===== config.mk =====
export PLATFORM = sky130hd
export DESIGN_NAME = rv32_m_arbiter
export DESIGN_NICKNAME = d
export VERILOG_FILES = /design/src/rtl/rv32_m_arbiter.sv
export SDC_FILE = /design/constraint.sdc
export NUM_CORES = 1
export LEC_CHECK = 0
export ABC_CLOCK_PERIOD_IN_PS = 2000
export BUFFER_PORTS_ARGS = -buffer_cell sky130_fd_sc_hd__clkbuf_2
export CORE_MARGIN = 10
export CORE_UTILIZATION = 35
export CTS_CLUSTER_DIAMETER = 50
export DETAILED_ROUTE_END_ITERATION = 12
export GPL_ROUTABILITY_DRIVEN = 0
export SLEW_MARGIN = 20
export SYNTH_ARGS = -nofsm -noshare
export SYNTH_HDL_FRONTEND = slang
export SYNTH_SLANG_ARGS = --single-unit

===== constraint.sdc =====
create_clock -name i_clk -period 2 [get_ports i_clk]
set_clock_uncertainty 0.15 [all_clocks]
set_input_delay 0.3 -clock i_clk [delete_from_list [all_inputs] [get_ports i_clk]]
set_output_delay 0.3 -clock i_clk [all_outputs]
set_load 0.1 [all_outputs]

===== src/rtl/rv32_m_arbiter.sv =====
// rtl/rv32_m_arbiter.sv - round-robin arbiter sharing one RV32M unit among NUM_REQ requesters
// Optional one-entry result cache: define RV32_M_ARB_RESULT_CACHE_EN.
`ifndef XLEN
`define XLEN 32
`endif

module rv32_m_arbiter #(
    parameter int NUM_REQ = 2,
    localparam int IDX_W = (NUM_REQ > 1) ? $clog2(NUM_REQ) : 1
) (
    input  logic                     i_clk,
    input  logic                     i_rst,
    input  logic [NUM_REQ-1:0]       i_req,
    input  logic [NUM_REQ*`XLEN-1:0] i_rs1,
    input  logic [NUM_REQ*`XLEN-1:0] i_rs2,
    input  logic [NUM_REQ*3-1:0]     i_f3,
    output logic [`XLEN-1:0]         o_res,
    output logic [NUM_REQ-1:0]       o_ack,
    output logic                     o_busy,
    output logic                     o_m_en,
    output logic [`XLEN-1:0]         o_m_rs1,
    output logic [`XLEN-1:0]         o_m_rs2,
    output logic [2:0]               o_m_f3,
    input  logic [`XLEN-1:0]         i_m_res,
    input  logic                     i_m_ack
);

    typedef enum logic [1:0] {S_IDLE, S_ISSUE, S_WAIT, S_RESP} state_t;

    state_t            state, state_nxt;
    logic [IDX_W-1:0]  rr_ptr, grant, pick, rr_nxt;
    logic              pick_vld;
    logic [`XLEN-1:0]  sel_rs1, sel_rs2;
    logic [2:0]        sel_f3;
    logic [IDX_W:0]    sum;
    logic [2*NUM_REQ-1:0] req_rot;
    logic              hit, hit_q;

    // Rotate the request vector so bit 0 is the requester at rr_ptr.
    always_comb begin
        req_rot  = {i_req, i_req} >> rr_ptr;
        pick     = '0;
        pick_vld = 1'b0;
        sum      = '0;
        for (int i = 0; i < NUM_REQ; i++) begin
            if (!pick_vld && req_rot[i]) begin
                pick_vld = 1'b1;
                sum      = {1'b0, rr_ptr} + (IDX_W+1)'(i);
                if (sum >= (IDX_W+1)'(NUM_REQ))
                    sum = sum - (IDX_W+1)'(NUM_REQ);
                pick     = sum[IDX_W-1:0];
            end
        end
    end

    always_comb begin
        sel_rs1 = '0;
        sel_rs2 = '0;
        sel_f3  = '0;
        for (int k = 0; k < NUM_REQ; k++) begin
            if (pick == IDX_W'(k)) begin
                sel_rs1 = i_rs1[k*`XLEN +: `XLEN];
                sel_rs2 = i_rs2[k*`XLEN +: `XLEN];
                sel_f3  = i_f3[k*3 +: 3];
            end
        end
    end

    always_comb begin
        rr_nxt = grant + 1'b1;
        if ({1'b0, grant} == (IDX_W+1)'(NUM_REQ - 1))
            rr_nxt = '0;
    end

`ifdef RV32_M_ARB_RESULT_CACHE_EN
    logic             c_valid;
    logic [`XLEN-1:0] c_rs1, c_rs2, c_res;
    logic [2:0]       c_f3;

    assign hit = c_valid && (c_rs1 == sel_rs1) && (c_rs2 == sel_rs2) && (c_f3 == sel_f3);

    always_ff @(posedge i_clk or negedge i_rst) begin
        if (!i_rst) begin
            c_valid <= 1'b0;
            c_rs1   <= '0;
            c_rs2   <= '0;
            c_f3    <= '0;
            c_res   <= '0;
        end else if (state == S_WAIT && i_m_ack) begin
            c_valid <= 1'b1;
            c_rs1   <= o_m_rs1;
            c_rs2   <= o_m_rs2;
            c_f3    <= o_m_f3;
            c_res   <= i_m_res;
        end
    end
`else
    assign hit = 1'b0;
`endif

    always_ff @(posedge i_clk or negedge i_rst) begin
        if (!i_rst) begin
            state   <= S_IDLE;
            rr_ptr  <= '0;
            grant   <= '0;
            hit_q   <= 1'b0;
            o_res   <= '0;
            o_m_rs1 <= '0;
            o_m_rs2 <= '0;
            o_m_f3  <= '0;
        end else begin
            state <= state_nxt;
            case (state)
                S_IDLE: if (pick_vld) begin
                    grant   <= pick;
                    o_m_rs1 <= sel_rs1;
                    o_m_rs2 <= sel_rs2;
                    o_m_f3  <= sel_f3;
                    hit_q   <= hit;
`ifdef RV32_M_ARB_RESULT_CACHE_EN
                    if (hit)
                        o_res <= c_res;
`endif
                end
                S_WAIT: if (i_m_ack) o_res <= i_m_res;
                S_RESP: rr_ptr <= rr_nxt;
                default: ;
            endcase
        end
    end

    // A cache hit spends its ISSUE cycle silently and goes straight to RESP.
    always_comb begin
        state_nxt = state;
        case (state)
            S_IDLE:  if (pick_vld) state_nxt = S_ISSUE;
            S_ISSUE: state_nxt = hit_q ? S_RESP : S_WAIT;
            S_WAIT:  if (i_m_ack) state_nxt = S_RESP;
            S_RESP:  state_nxt = S_IDLE;
            default: state_nxt = S_IDLE;
        endcase
    end

    always_comb begin
        o_ack = '0;
        if (state == S_RESP)
            o_ack[grant] = 1'b1;
    end

    assign o_m_en = (state == S_ISSUE) && !hit_q;
    assign o_busy = (state != S_IDLE);

endmodule


* Word level (Yosys, flattened, before mapping)
Cells that the tools add are included.
Storage, ports and cells: input port bits 171, output and inout port bits 103, register bits after elaboration 103
Cells by class: magnitude comparators 4, shifts and indexed selects 1, multiplexer cells 16, equal/unequal tests 5, reductions and logical operators 8, add/subtract/negate cells 4
Operators by type and width (count):
- 32-bit two-way mux | 2
- 1-bit two-way mux | 8
- 2-bit one-hot mux with 4 select lines | 1
- 2-bit two-way mux | 3
- 2-bit AND reduction | 3
- 2-bit == test (second input constant) | 2
- 2-bit inequality test (second input constant) | 2
- 4-bit by 1-bit >> shifter with 2-bit output | 1
- 3-bit two-way mux | 1
- 1-bit by 1-bit adder with 2-bit output (second input constant) | 1
- 2-bit by 1-bit == test with 1-bit output (second input constant) | 1
- 1-bit by 2-bit greater-or-equal comparator with 1-bit output (second input constant) | 1
- 2-bit greater-or-equal comparator (second input constant) | 1
- 1-bit logical AND | 2
- 2-bit zero test | 1
- 1-bit by 2-bit less-than comparator with 1-bit output (second input constant) | 1
- 2-bit nonzero test | 1
- 1-bit subtractor (second input constant) | 2
- 1-bit adder (second input constant) | 1
- 1-bit demux with 1-bit select | 1
- 1-bit greater-or-equal comparator (second input constant) | 1
- 1-bit zero test | 1

* Longest topological paths before layout
depth after elaboration 7, gate-level depth with buffers 7, gate-level depth less buffers 5

* Least setup slack after synthesis
No wires, ideal clock.
path kind reg2out, start point register state[0], end point output port o_ack[0], data arrival time 1.901 ns, data required time 1.550 ns, setup slack -0.351 ns, stages on the path, launching flop included 3, cells stage by stage dfrtp_1 ha_1 nor2b_1
Between the ends: longest elaborated chain between the ends 2
Ends and longest elaborated chain:
- from (decl) | line 30 | state_t state, state_nxt;
- from (signal assigned) | line 112 | state <= state_nxt;
- 2-bit == test | line 146 | if (state == S_RESP)
- 2-bit two-way mux | line 146
- to (decl) | line 18 | output logic [NUM_REQ-1:0] o_ack,
Every way passes these cells.

* Worst setup path after layout
start point register state[1], end point output port o_m_en
Between the ends: longest elaborated chain between the ends 1
Ends and longest elaborated chain:
- 2-bit by 1-bit == test with 1-bit output | line 150 | assign o_m_en = (state == S_ISSUE) && !hit_q;
- to (decl) | line 20 | output logic o_m_en,
Every way passes these cells.

==> Flow_metrics.wiki <==
{| class="wikitable"
! Metric !! Value
|-
| Arrival time of data at the critical path endpoint || about 1.5 ns
|-
| Slew headroom || between 60% and 70%
|-
| Placeable core region || approximately 15000 sq um
|-
| Count of distinct cell types in the synthesized netlist || 28
|-
| Biggest area consumer among synthesized cells || dfrtp_1
|-
| Clk sink count || 103
|-
| Layout overhead on the synthesized area || 35.6%
|-
| Top post-synthesis cells by area || dfrtp_1 49%, a31oi_4 8.2%, a31oi_2 7.2%
|-
| Util after Layout || between 40% and 50%
|-
| Number of DRC violations after detailed routing || 0
|-
| Antenna violations before repair || 0
|-
| Initial core utilization || a little over a third
|-
| Simple logic cell fraction of the synthesized area || 12.0%
|-
| Number of max-slew violations in the final report || 0
|-
| Setup repair after global routing missed its margin || no
|-
| Flop and latch count out of synthesis || 103
|-
| Insertion delay of the later-clocked pin in the worst-skew pair || roughly 0.34 ns
|-
| Vias in the first global route || ~4.9k
|-
| Proportion of synthesized area in mux cells || under 10%
|-
| Clock Tree Root || clkbuf_16
|-
| Transition time of the tightest slew-check pin || 0.580 ns
|-
| Total gr overflow || 0
|-
| Data required time of the critical path || roughly 1.6 ns
|-
| Antenna-violating nets left || 0
|-
| Post-CTS Setup Bufs || 0
|-
| Clock tree from TritonCTS || done
|-
| Largest fanout on the critical path || 4
|-
| Proportion of layout cells with a drive suffix above 1 || 54.0%
|-
| Count of cells resized by post-cts repair || 0
|-
| Syn avg cell area || around 11 sq um
|-
| Warning count from the yosys run || 0
|-
| Primary flip-flop cell chosen by synthesis mapping || dfrtp_1
|-
| Type of destination of the critical path || primary output
|-
| Final worst setup slack || ~0.084 ns
|-
| Port-buffer cells || between 200 and 300
|-
| Final setup viols || 0
|-
| Length of the first detailed-routing pass in iterations || 4
|-
| Max_cap viols || 0
|-
| Synth Instances || between 400 and 500
|-
| Height of the die || roughly 140 microns
|-
| Cell at the slowest stage of the critical path || clkbuf_2
|-
| Worst reg-to-reg setup slack || between 0.2 and 0.3 ns
|-
| Summed instance area of the synthesized netlist || approximately 5200 sq um
|-
| Largest net degree at the start of global routing || between 60 and 70
|-
| Final critical-path required period || ~1.9 ns
|-
| Clock buffer depth || 2
|-
| Total global routing track utilization || 16.2%
|-
| Summed area of non-filler cells in the final layout || approximately 7100 sq um
|-
| Delay of the slowest critical-path stage || 0.46 ns
|-
| Critical Path, Cell by Cell || inv_2 -> ha_1 -> clkbuf_2
|-
| Global-route wire length before repair || between 20 and 30 mm
|-
| Number of placement rows || 44
|-
| Total of hold buffers inserted after clock tree synthesis || 1
|-
| Post-synth ARST share || 100%
|-
| Number of buffers inserted during clock tree synthesis || 9
|-
| Share of the synthesized area in the top cell type || slightly below 50%
|-
| Top Ports || between 200 and 300
|-
| Run status || finished clean
|-
| Number of hold violations in the final report || 0
|-
| Starting DRC count in detailed routing || between 200 and 250
|-
| Via-per-instance ratio || roughly 5
|-
| Critical path type || register to primary output
|-
| TNS Setup || 0 ns
|-
| DIE AREA || 20200 sq um
|-
| Post-layout nets || 900
|-
| Diodes inserted || 0
|-
| Xor and xnor fraction of the mapped netlist area || 0%
|-
| Detailed-placement wirelength estimate || 13.2 mm
|-
| Startpoint types || register
|-
| Largest family of logic cells by synthesized area || compound AO/OA/AOI/OAI gates
|-
| Fmax || between 500 and 600 MHz
|-
| Post-synthesis compound-gate area fraction || approximately a quarter
|-
| CTS clock-pin slew for the worst setup and hold paths || roughly 0.070 ns
|-
| Sequential share of the synthesized area || between 40% and 50%
|-
| Maximum level of the CTS H-tree || 3
|-
| Period Utilization, post-route || ~96%
|-
| Tightest Hold Check Type || input pin to register
|-
| Total routed wirelength || between 15 and 20 mm
|-
| Post-Syn Nets || approximately 650
|-
| Wirelength per Cell || 18.7 microns
|-
| Detailed-route via count || 4626
|-
| Adder-cell area share of the yosys netlist || less than 1%
|-
| Pre-CTS setup slack || 0.296 ns
|-
| Number of enable-type register cells in the synthesized netlist || 0
|-
| Cell area reported after detailed placement || just under 7000 sq um
|-
| Die width || 142 microns
|}
[final cells by class]
type	count	area, sq um
inverters	6	26.3
clock buffers	11	243
clock inverters	5	57.6
repair buffers	289	1590
fillers	1386	7520
flip-flops and latches	103	2580
well taps	184	230
multi-input cells	316	2350
[critical path, delay by kind of cell (launching register included)]
kind	cells	cell delay, ns
flip-flops	1	0.42
adder cells (fa/ha/maj)	1	0.14
buffers and inverters	2	0.56
[flip-flops by register name (all words and copies together), names as in the netlist]
| register | cells |
|---|---|
| o_res | 32 |
| o_m_f3 | 3 |
| o_m_rs1 | 32 |
| rr_ptr | 1 |
| state | 2 |
| grant | 1 |
| o_m_rs2 | 32 |
[worst paths after layout]
path	startpoint	cells past startpoint	endpoint
max reg2reg	state[0]	5	state[1]
max in group asynchronous	i_rst	3	o_m_rs1[24]
min	i_m_res[10]	2	o_res[10]
min reg2reg	o_res[4]	1	o_res[4]
min in group asynchronous	i_rst	3	o_m_rs2[13]
max	state[1]	3	o_m_en
[logic make-up after synthesis]
logic type | Yosys count
fa+ha+maj | 4
mux | 33
simple gates | 141
flops | 103
buf+inv | 53
compound gates | 138
[cells in the mapped netlist, types with 2 or more instances]
master,number
dfrtp_1,103
nand3_1,67
nor2_1,69
buf_2,23
mux2_2,32
a31oi_1,17
buf_6,6
o21ai_1,14
a31oi_2,30
clkbuf_1,14
ha_1,4
buf_12,2
inv_1,5
a31oi_4,20
o21ai_0,53
[cell usage in the layout, fill, tap and decap left out]
master,instances
o21ai_0,53
buf_4,12
mux2_2,32
o21a_4,1
dlygate4sd3_1,1
o21ai_1,14
clkbuf_1,1
mux2_1,1
ha_4,1
clkbuf_2,269
clkbuf_16,9
buf_12,7
nor2b_2,1
bufinv_16,1
o22a_1,1
nor2_1,69
o32a_1,1
dfrtp_1,103
a31oi_1,17
a31oi_4,20
ha_1,3
clkbuf_8,1
nand2_1,1
nand3_1,67
clkinv_2,1
clkinvlp_4,4
nand2b_2,1
o32ai_1,1
and2_1,1
inv_1,2
inv_2,3
a31oi_2,30
and2b_4,1
[stage by stage]
stage / instances / hold WS, ns
global route: 914 / 0.0185
global placement: 897 / 0.177
detailed placement: 897 / 0.183
floorplan: 472 / -0.146
finish: 914 / 0.0302
CTS: 914 / 0.0141
[layer usage]
| layer | GRT usage, % | part of all wire (%) | up-vias |
|---|---|---|---|
| met5 | 0 | 0 | - |
| met4 | 6.24 | 1.8 | 0 |
| met3 | 5.34 | 9.2 | 19 |
| met2 | 27.3 | 51 | 182 |
| met1 | 18.6 | 38 | 2222 |
| li1 | - | - | 2203 |
Power is not shown: default switching activity piles up to over one toggle a cycle in this logic, so the estimate is an artifact.
